**src/rtl/bcd_pkg.sv**
```systemverilog
// bcd_pkg: shared types and constants for the digit-serial BCD adder.
//   DIGIT_W     - bits per packed BCD digit
//   DIGIT_MAX   - largest legal BCD digit value
//   bcd_digit_t - one packed BCD digit
//   state_t     - control FSM states of bcd_serial_adder
package bcd_pkg;

  localparam int unsigned DIGIT_W = 4;

  typedef logic [DIGIT_W-1:0] bcd_digit_t;

  localparam bcd_digit_t DIGIT_MAX = 4'd9;

  typedef enum logic [1:0] {
    StIdle,
    StRun,
    StDone
  } state_t;

endpackage

```
**src/rtl/bcd_serial_adder_if.sv**
```systemverilog
// bcd_serial_adder_if: operand/result handshake bundle for bcd_serial_adder.
// Build option: BCD_SUB_EN adds the 'sub' (A-B select) signal.
//   in_valid/in_ready   - operand handshake
//   a, b                - packed BCD operands, digit 0 in bits [3:0]
//   cin                 - carry-in (add) / borrow-in (sub)
//   sub                 - 1 selects A-B (BCD_SUB_EN only)
//   out_valid/out_ready - result handshake
//   sum, cout, invalid  - packed BCD result, carry/borrow out, bad-digit flag
// master drives operands and out_ready; slave is the adder.
interface bcd_serial_adder_if #(
  parameter int unsigned DIGITS = 4
);

  logic                  in_valid;
  logic                  in_ready;
  logic [4*DIGITS-1:0]   a;
  logic [4*DIGITS-1:0]   b;
  logic                  cin;
`ifdef BCD_SUB_EN
  logic                  sub;
`endif
  logic                  out_valid;
  logic                  out_ready;
  logic [4*DIGITS-1:0]   sum;
  logic                  cout;
  logic                  invalid;

  modport master (
`ifdef BCD_SUB_EN
    output sub,
`endif
    output in_valid, a, b, cin, out_ready,
    input  in_ready, out_valid, sum, cout, invalid
  );

  modport slave (
`ifdef BCD_SUB_EN
    input  sub,
`endif
    input  in_valid, a, b, cin, out_ready,
    output in_ready, out_valid, sum, cout, invalid
  );

endinterface

```
**src/rtl/bcd_digit_adder.sv**
```systemverilog
// bcd_digit_adder: combinational single-digit BCD add/subtract slice.
//   a, b  - BCD digits
//   cin   - incoming carry
//   sub   - 1: add the nines' complement of b
//   digit - BCD result digit
//   cout  - outgoing decimal carry
module bcd_digit_adder
  import bcd_pkg::*;
(
  input  bcd_digit_t a,
  input  bcd_digit_t b,
  input  logic       cin,
  input  logic       sub,
  output bcd_digit_t digit,
  output logic       cout
);

  bcd_digit_t       b_eff;
  logic [DIGIT_W:0] t;
  logic [DIGIT_W:0] t_adj;

  always_comb begin
    b_eff = sub ? bcd_digit_t'(DIGIT_MAX - b) : b;
    t     = {1'b0, a} + {1'b0, b_eff} + {{DIGIT_W{1'b0}}, cin};
    t_adj = t + 5'd6;
    if (t > 5'd9) begin
      digit = t_adj[DIGIT_W-1:0];
      cout  = 1'b1;
    end else begin
      digit = t[DIGIT_W-1:0];
      cout  = 1'b0;
    end
  end

endmodule

```
**src/rtl/bcd_serial_adder.sv**
```systemverilog
// bcd_serial_adder: digit-serial DIGITS-wide BCD adder, one digit per clock,
// least-significant digit first, through one shared bcd_digit_adder slice.
// Build option: BCD_SUB_EN enables A-B mode (nines' complement, borrow cin/cout).
//   clk - clock, rising edge
//   rst - asynchronous active-high reset
//   bus - bcd_serial_adder_if slave: operand and result handshakes
// Latency from operand acceptance to out_valid is DIGITS cycles.
module bcd_serial_adder
  import bcd_pkg::*;
#(
  parameter int unsigned DIGITS = 4
) (
  input  logic                clk,
  input  logic                rst,
  bcd_serial_adder_if.slave   bus
);

  localparam int unsigned W    = DIGIT_W * DIGITS;
  localparam int unsigned CntW = (DIGITS > 1) ? $clog2(DIGITS) : 1;
  localparam logic [CntW-1:0] LastIdx = CntW'(DIGITS - 1);

  state_t          state_q, state_d;
  logic [W-1:0]    a_q, a_d;
  logic [W-1:0]    b_q, b_d;
  logic [W-1:0]    sum_q, sum_d;
  logic [CntW-1:0] cnt_q, cnt_d;
  logic            carry_q, carry_d;
  logic            sub_q, sub_d;
  logic            inv_q, inv_d;
  logic            cout_q, cout_d;

  logic            in_sub;
  logic            any_bad;
  bcd_digit_t      slice_digit;
  logic            slice_cout;

`ifdef BCD_SUB_EN
  assign in_sub = bus.sub;
`else
  assign in_sub = 1'b0;
`endif

  always_comb begin
    any_bad = 1'b0;
    for (int i = 0; i < int'(DIGITS); i++) begin
      if (bus.a[DIGIT_W*i +: DIGIT_W] > DIGIT_MAX) any_bad = 1'b1;
      if (bus.b[DIGIT_W*i +: DIGIT_W] > DIGIT_MAX) any_bad = 1'b1;
    end
  end

  bcd_digit_adder u_slice (
    .a     (a_q[DIGIT_W-1:0]),
    .b     (b_q[DIGIT_W-1:0]),
    .cin   (carry_q),
    .sub   (sub_q),
    .digit (slice_digit),
    .cout  (slice_cout)
  );

  always_comb begin
    state_d = state_q;
    a_d     = a_q;
    b_d     = b_q;
    sum_d   = sum_q;
    cnt_d   = cnt_q;
    carry_d = carry_q;
    sub_d   = sub_q;
    inv_d   = inv_q;
    cout_d  = cout_q;

    unique case (state_q)
      StIdle: begin
        if (bus.in_valid) begin
          a_d     = bus.a;
          b_d     = bus.b;
          sub_d   = in_sub;
          // Subtraction adds the nines' complement plus one, so a borrow-in
          // becomes a missing +1.
          carry_d = bus.cin ^ in_sub;
          cnt_d   = '0;
          inv_d   = any_bad;
          state_d = StRun;
        end
      end
      StRun: begin
        a_d     = a_q >> DIGIT_W;
        b_d     = b_q >> DIGIT_W;
        // New digit enters at the MSD end; after DIGITS shifts digit 0 is at [3:0].
        sum_d   = W'({slice_digit, sum_q} >> DIGIT_W);
        carry_d = slice_cout;
        if (cnt_q == LastIdx) begin
          cnt_d   = '0;
          cout_d  = slice_cout ^ sub_q;
          state_d = StDone;
        end else begin
          cnt_d = cnt_q + 1'b1;
        end
      end
      StDone: begin
        if (bus.out_ready) state_d = StIdle;
      end
      default: state_d = StIdle;
    endcase
  end

  always_ff @(posedge clk or posedge rst) begin
    if (rst) begin
      state_q <= StIdle;
      a_q     <= '0;
      b_q     <= '0;
      sum_q   <= '0;
      cnt_q   <= '0;
      carry_q <= 1'b0;
      sub_q   <= 1'b0;
      inv_q   <= 1'b0;
      cout_q  <= 1'b0;
    end else begin
      state_q <= state_d;
      a_q     <= a_d;
      b_q     <= b_d;
      sum_q   <= sum_d;
      cnt_q   <= cnt_d;
      carry_q <= carry_d;
      sub_q   <= sub_d;
      inv_q   <= inv_d;
      cout_q  <= cout_d;
    end
  end

  // Invalid operands still run full length; the result is forced to zero.
  assign bus.in_ready  = (state_q == StIdle);
  assign bus.out_valid = (state_q == StDone);
  assign bus.sum       = inv_q ? '0 : sum_q;
  assign bus.cout      = cout_q & ~inv_q;
  assign bus.invalid   = inv_q;

endmodule

```
**src/flat_wrapper.sv**
```systemverilog
// flat-port wrapper written by rule: the top's interface ports become plain ports
module bcd_serial_adder_flat import bcd_pkg::*;
#(
  parameter int unsigned DIGITS = 4
)
  (clk, rst, bus_in_valid, bus_a, bus_b, bus_cin, bus_out_ready, bus_in_ready, bus_out_valid, bus_sum, bus_cout, bus_invalid);
  bcd_serial_adder_if #(.DIGITS(DIGITS)) bus_i ();
  input  logic clk;
  input  logic rst;
  input wire logic [$bits(bus_i.in_valid)-1:0] bus_in_valid;
  input wire logic [$bits(bus_i.a)-1:0] bus_a;
  input wire logic [$bits(bus_i.b)-1:0] bus_b;
  input wire logic [$bits(bus_i.cin)-1:0] bus_cin;
  input wire logic [$bits(bus_i.out_ready)-1:0] bus_out_ready;
  output wire logic [$bits(bus_i.in_ready)-1:0] bus_in_ready;
  output wire logic [$bits(bus_i.out_valid)-1:0] bus_out_valid;
  output wire logic [$bits(bus_i.sum)-1:0] bus_sum;
  output wire logic [$bits(bus_i.cout)-1:0] bus_cout;
  output wire logic [$bits(bus_i.invalid)-1:0] bus_invalid;
  assign bus_i.in_valid = bus_in_valid;
  assign bus_i.a = bus_a;
  assign bus_i.b = bus_b;
  assign bus_i.cin = bus_cin;
  assign bus_i.out_ready = bus_out_ready;
  assign bus_in_ready = bus_i.in_ready;
  assign bus_out_valid = bus_i.out_valid;
  assign bus_sum = bus_i.sum;
  assign bus_cout = bus_i.cout;
  assign bus_invalid = bus_i.invalid;
  bcd_serial_adder #(.DIGITS(DIGITS)) u_core (.clk(clk), .rst(rst), .bus(bus_i));
endmodule
```
**config.mk**
```make
export PLATFORM = sky130hd
export DESIGN_NAME = bcd_serial_adder_flat
export DESIGN_NICKNAME = d
export VERILOG_FILES = /design/src/rtl/bcd_pkg.sv /design/src/rtl/bcd_serial_adder_if.sv /design/src/rtl/bcd_digit_adder.sv /design/src/rtl/bcd_serial_adder.sv /design/src/flat_wrapper.sv
export SDC_FILE = /design/constraint.sdc
export NUM_CORES = 1
export LEC_CHECK = 0
export ABC_CLOCK_PERIOD_IN_PS = 2800
export CORE_UTILIZATION = 46
export CTS_BUF_LIST = sky130_fd_sc_hd__clkbuf_16
export DETAILED_ROUTE_END_ITERATION = 8
export GPL_TIMING_DRIVEN = 0
export PLACE_DENSITY = 0.76
export SLEW_MARGIN = 10
export SYNTH_ARGS = -nofsm -noshare
export SYNTH_HDL_FRONTEND = slang
export SYNTH_SLANG_ARGS = --single-unit
```
**constraint.sdc**
```tcl
create_clock -name clk -period 2.8 [get_ports clk]
set_input_delay 0.42 -clock clk [delete_from_list [all_inputs] [get_ports clk]]
set_output_delay 0.42 -clock clk [all_outputs]
set_load 0.01 [all_outputs]
```
==> impl_metrics.yaml <==
outcome:
  status: "finished clean"
detailed_routing:
  vias_per_cell: 5.347
  drc: 0
  postRouteAntennaNets: 0
  drt-total-wl_um: 6415
  vias: 2342
  drt_iter0_markers: 152
  drt_first_pass_iters: 4
  wl_per_cell_um: 14.65
place:
  dp.final_hpwl_um: 4813
  place.gp.congestion: 0.8715
  placed_cell_area_mm2: 0.003472
  portBuffers: 56
synth:
  syn_inst: 298
  yosysMostFrequentCell: "nand2_1"
  yosys-top-cells-count: "83 x nand2_1, 55 x dfrtp_1, 24 x mux2i_1, 22 x o21ai_0"
  seq_area_frac_synth_pct: 49.19
  muxShareOfSynthArea_pct: 8.587
  yosys-top-cells-area: "dfrtp_1 49%, nand2_1 11%, mux2i_1 8.6%"
  syn-num-nets: 342
  synthDistinctLibCells: 38
  yosys_warnings: 0
  synth-compound-area-share_pct: 13.46
  synthesis.area_mm2: 0.002798
  synthFlopType: "dfrtp_1"
  yosysTopAreaCellShare_pct: 49.19
  ys_ff_latch: 55
  synth-xor-area-share_pct: 0.5814
  synthAdderAreaFrac_pct: 3.667
  yosys.area.top_type: "dfrtp_1"
  yosys.area_share.simple_pct: 20.97
  synthArstFlopShare_pct: 100.0
  syn_avg_cell_area_um2: 9.388
  synth-edff-count: 0
  synth_top_family_by_area: "simple AND/OR/NAND/NOR gates"
clock_tree:
  cts_sinks: 55
  htree_num_levels: 2
  cts_buffers: 5
  ctsHoldBuffers: 0
  clk_latency_ns: 0.29
  cts_max_path_buffers: 2
  clk_pin_slew_ns: 0.07
  cts_tree: "done"
  post_cts_resized: 0
  clock-root-buffer: "clkbuf_16"
  post_cts_buffers: 0
sta:
  slew_headroom_pct: 64.59
  hold_viol_final: 0
  period_needed_ns: 2.612
  setup_viol: 0
  grt_setup_unrepaired: "no"
  finalSetupTns_ns: 0
  clock_skew_ns: 0.005593
  fmax_mhz: 382.9
  drv_slew: 0
  tightest_slew_ns: 0.5304
  finalCritPeriodShare_pct: 93.28
run:
  cap_viol_max_count: 0
worst_setup_path:
  end_kind: "flop"
  cp-startpoint: "u_core.carry_q"
  critical_path_required_ns: 3.03
  crit_fanout: 4
  cpPeakStageDelay_ns: 0.58
  crit_end: "u_core.sum_q[14]"
  worstPathArrival_ns: 2.84
  crit_path_frequent_cell: "fa_2"
  critPathSlowestCell: "fa_2"
  path_cells: "fa_2, fa_2, inv_1, ha_1, nor2b_1, a211o_1, a221oi_2, o32a_1"
  r2r_setup_slack_ns: 0.19
  critical_path_cell_count: 8
  worstReg2RegEnd: "u_core.sum_q[14]"
  path_class: "flop to flop"
  cp_top_family: "adder cells"
  r2r.worst_path.cells: 8
  start_kind: "flop"
  rr_startpoint: "u_core.carry_q"
  path_buf_inv: 1
final_layout:
  drive_gt1_share_pct: 6.887
  stdcell_area_mm2: 0.003628
  syn_to_final_growth_pct: 29.70
  nets: 406
  diodes: 0
die:
  num_io_pins: 57
  die_x_um: 79.99
  die-area_mm2: 0.006398
  rows: 28
  fp.coreArea_mm2: 0.005886
  initial_core_util_pct: 47.53
  die_y_um: 79.99
global_routing:
  track_usage_pct: 22.40
  grt_max_degree: 33
  grt_overflow: 0
  grt_pass1_vias: 2301
  antenna_found_initial: 0
  grt_pass1_wl_um: 10860
power:
  powerDensity_mw_per_mm2: 1088
  vdd_ir_drop_max_mv: 0.4736
  leakagePower_nw: 1.553
min_path:
  min_path_type: "flop to flop"
[cells in the final DEF (no fill, tap or decap), types with 4 or more instances in the layout]
| master | count |
|---|---|
| o21ai_0 | 22 |
| ha_1 | 5 |
| nand2_1 | 83 |
| nand3_1 | 4 |
| o21ai_1 | 20 |
| clkdlybuf4s50_1 | 56 |
| nor2b_1 | 20 |
| mux2i_1 | 24 |
| dfrtp_1 | 55 |
| buf_2 | 7 |
| nor2_1 | 8 |
| clkbuf_1 | 5 |
| clkbuf_16 | 5 |
| nand4_1 | 5 |
[worst reg2reg max path, cell delays in order (launching register included)]
cell      delay [ns]
dfrtp_1         0.42
fa_2            0.42
fa_2            0.58
inv_1           0.06
ha_1            0.22
nor2b_1         0.16
a211o_1         0.30
a221oi_2        0.22
o32a_1          0.16
[kinds of logic (layout without fill, tap and decap cells)]
group | count (synthesis) | in the layout
AND/OR/NAND/NOR | 129 | 129
AO/OA/AOI/OAI | 63 | 63
buffers and inverters | 19 | 84
flip-flops | 55 | 55
multiplexers | 24 | 24
adder cells (fa/ha/maj) | 7 | 7
XOR/XNOR | 1 | 1
[metal layers]
| metal | global-route usage, % | share of wire (%) | vias up | wire, µm |
|---|---|---|---|---|
| li1 | - | - | 1146 | - |
| met5 | 0 | 0 | - | 0 |
| met2 | 39.49 | 51 | 72 | 3297 |
| met3 | 3.886 | 5.1 | 9 | 327 |
| met1 | 27.80 | 43 | 1115 | 2734 |
| met4 | 6.964 | 0.86 | 0 | 55 |
[worst min-delay path by stage]
stage                          from              end  slack (ns)  cells past startpoint
floorplan           u_core.sum_q[0]  u_core.sum_q[0]        0.44                      2
global route        u_core.sum_q[1]  u_core.sum_q[1]        0.50                      2
global placement    u_core.sum_q[0]  u_core.sum_q[0]        0.45                      2
finish              u_core.sum_q[1]  u_core.sum_q[1]        0.47                      2
detailed placement  u_core.sum_q[1]  u_core.sum_q[1]        0.46                      2
CTS                 u_core.sum_q[1]  u_core.sum_q[1]        0.47                      2
[report_power, final]
part | leakage [nW] | internal (mW) | switching (mW) | total, mW
Clock | 0.0649 | 0.326 | 0.277 | 0.603
Sequential | 0.701 | 1.13 | 0.224 | 1.36
Combinational | 0.786 | 0.857 | 1.13 | 1.99
[flip-flops by register name (all words and copies together), names as in the netlist]
name and count:
u_core.bus.invalid 1, u_core.b_q 16, u_core.a_q 16, u_core.state_q 2
u_core.carry_q 1, u_core.sum_q 16, u_core.cnt_q 2, u_core.cout_q 1
[per-stage QoR]
| step | worst slack (ns) | std cells | utilization, % | total power, mW | hold slack [ns] |
|---|---|---|---|---|---|
| after floorplan | 0.2448 | 298 | - | 2.758 | 0.4380 |
| after detailed placement | 0.06518 | 430 | 58.99 | 3.313 | 0.4554 |
| after global routing | 0.07119 | 438 | 61.65 | 4.293 | 0.5013 |
| after global placement | 0.02922 | 429 | 58.65 | 3.240 | 0.4530 |
| final | 0.1882 | 438 | 61.65 | 3.948 | 0.4676 |
| after CTS | 0.04222 | 438 | 61.37 | 3.924 | 0.4720 |
[area by class of cell]
| type | count | area [µm²] |
|---|---|---|
| clock inverters | 3 | 15.01 |
| repair buffers | 57 | 580.6 |
| well taps | 75 | 93.84 |
| multi-input cells | 224 | 1339 |
| inverters | 3 | 11.26 |
| plain buffers | 16 | 87.58 |
| clock buffers | 5 | 125.1 |
| fillers | 506 | 2257 |
| flip-flops and latches | 55 | 1376 |
Power figures use the tool's default switching activity.
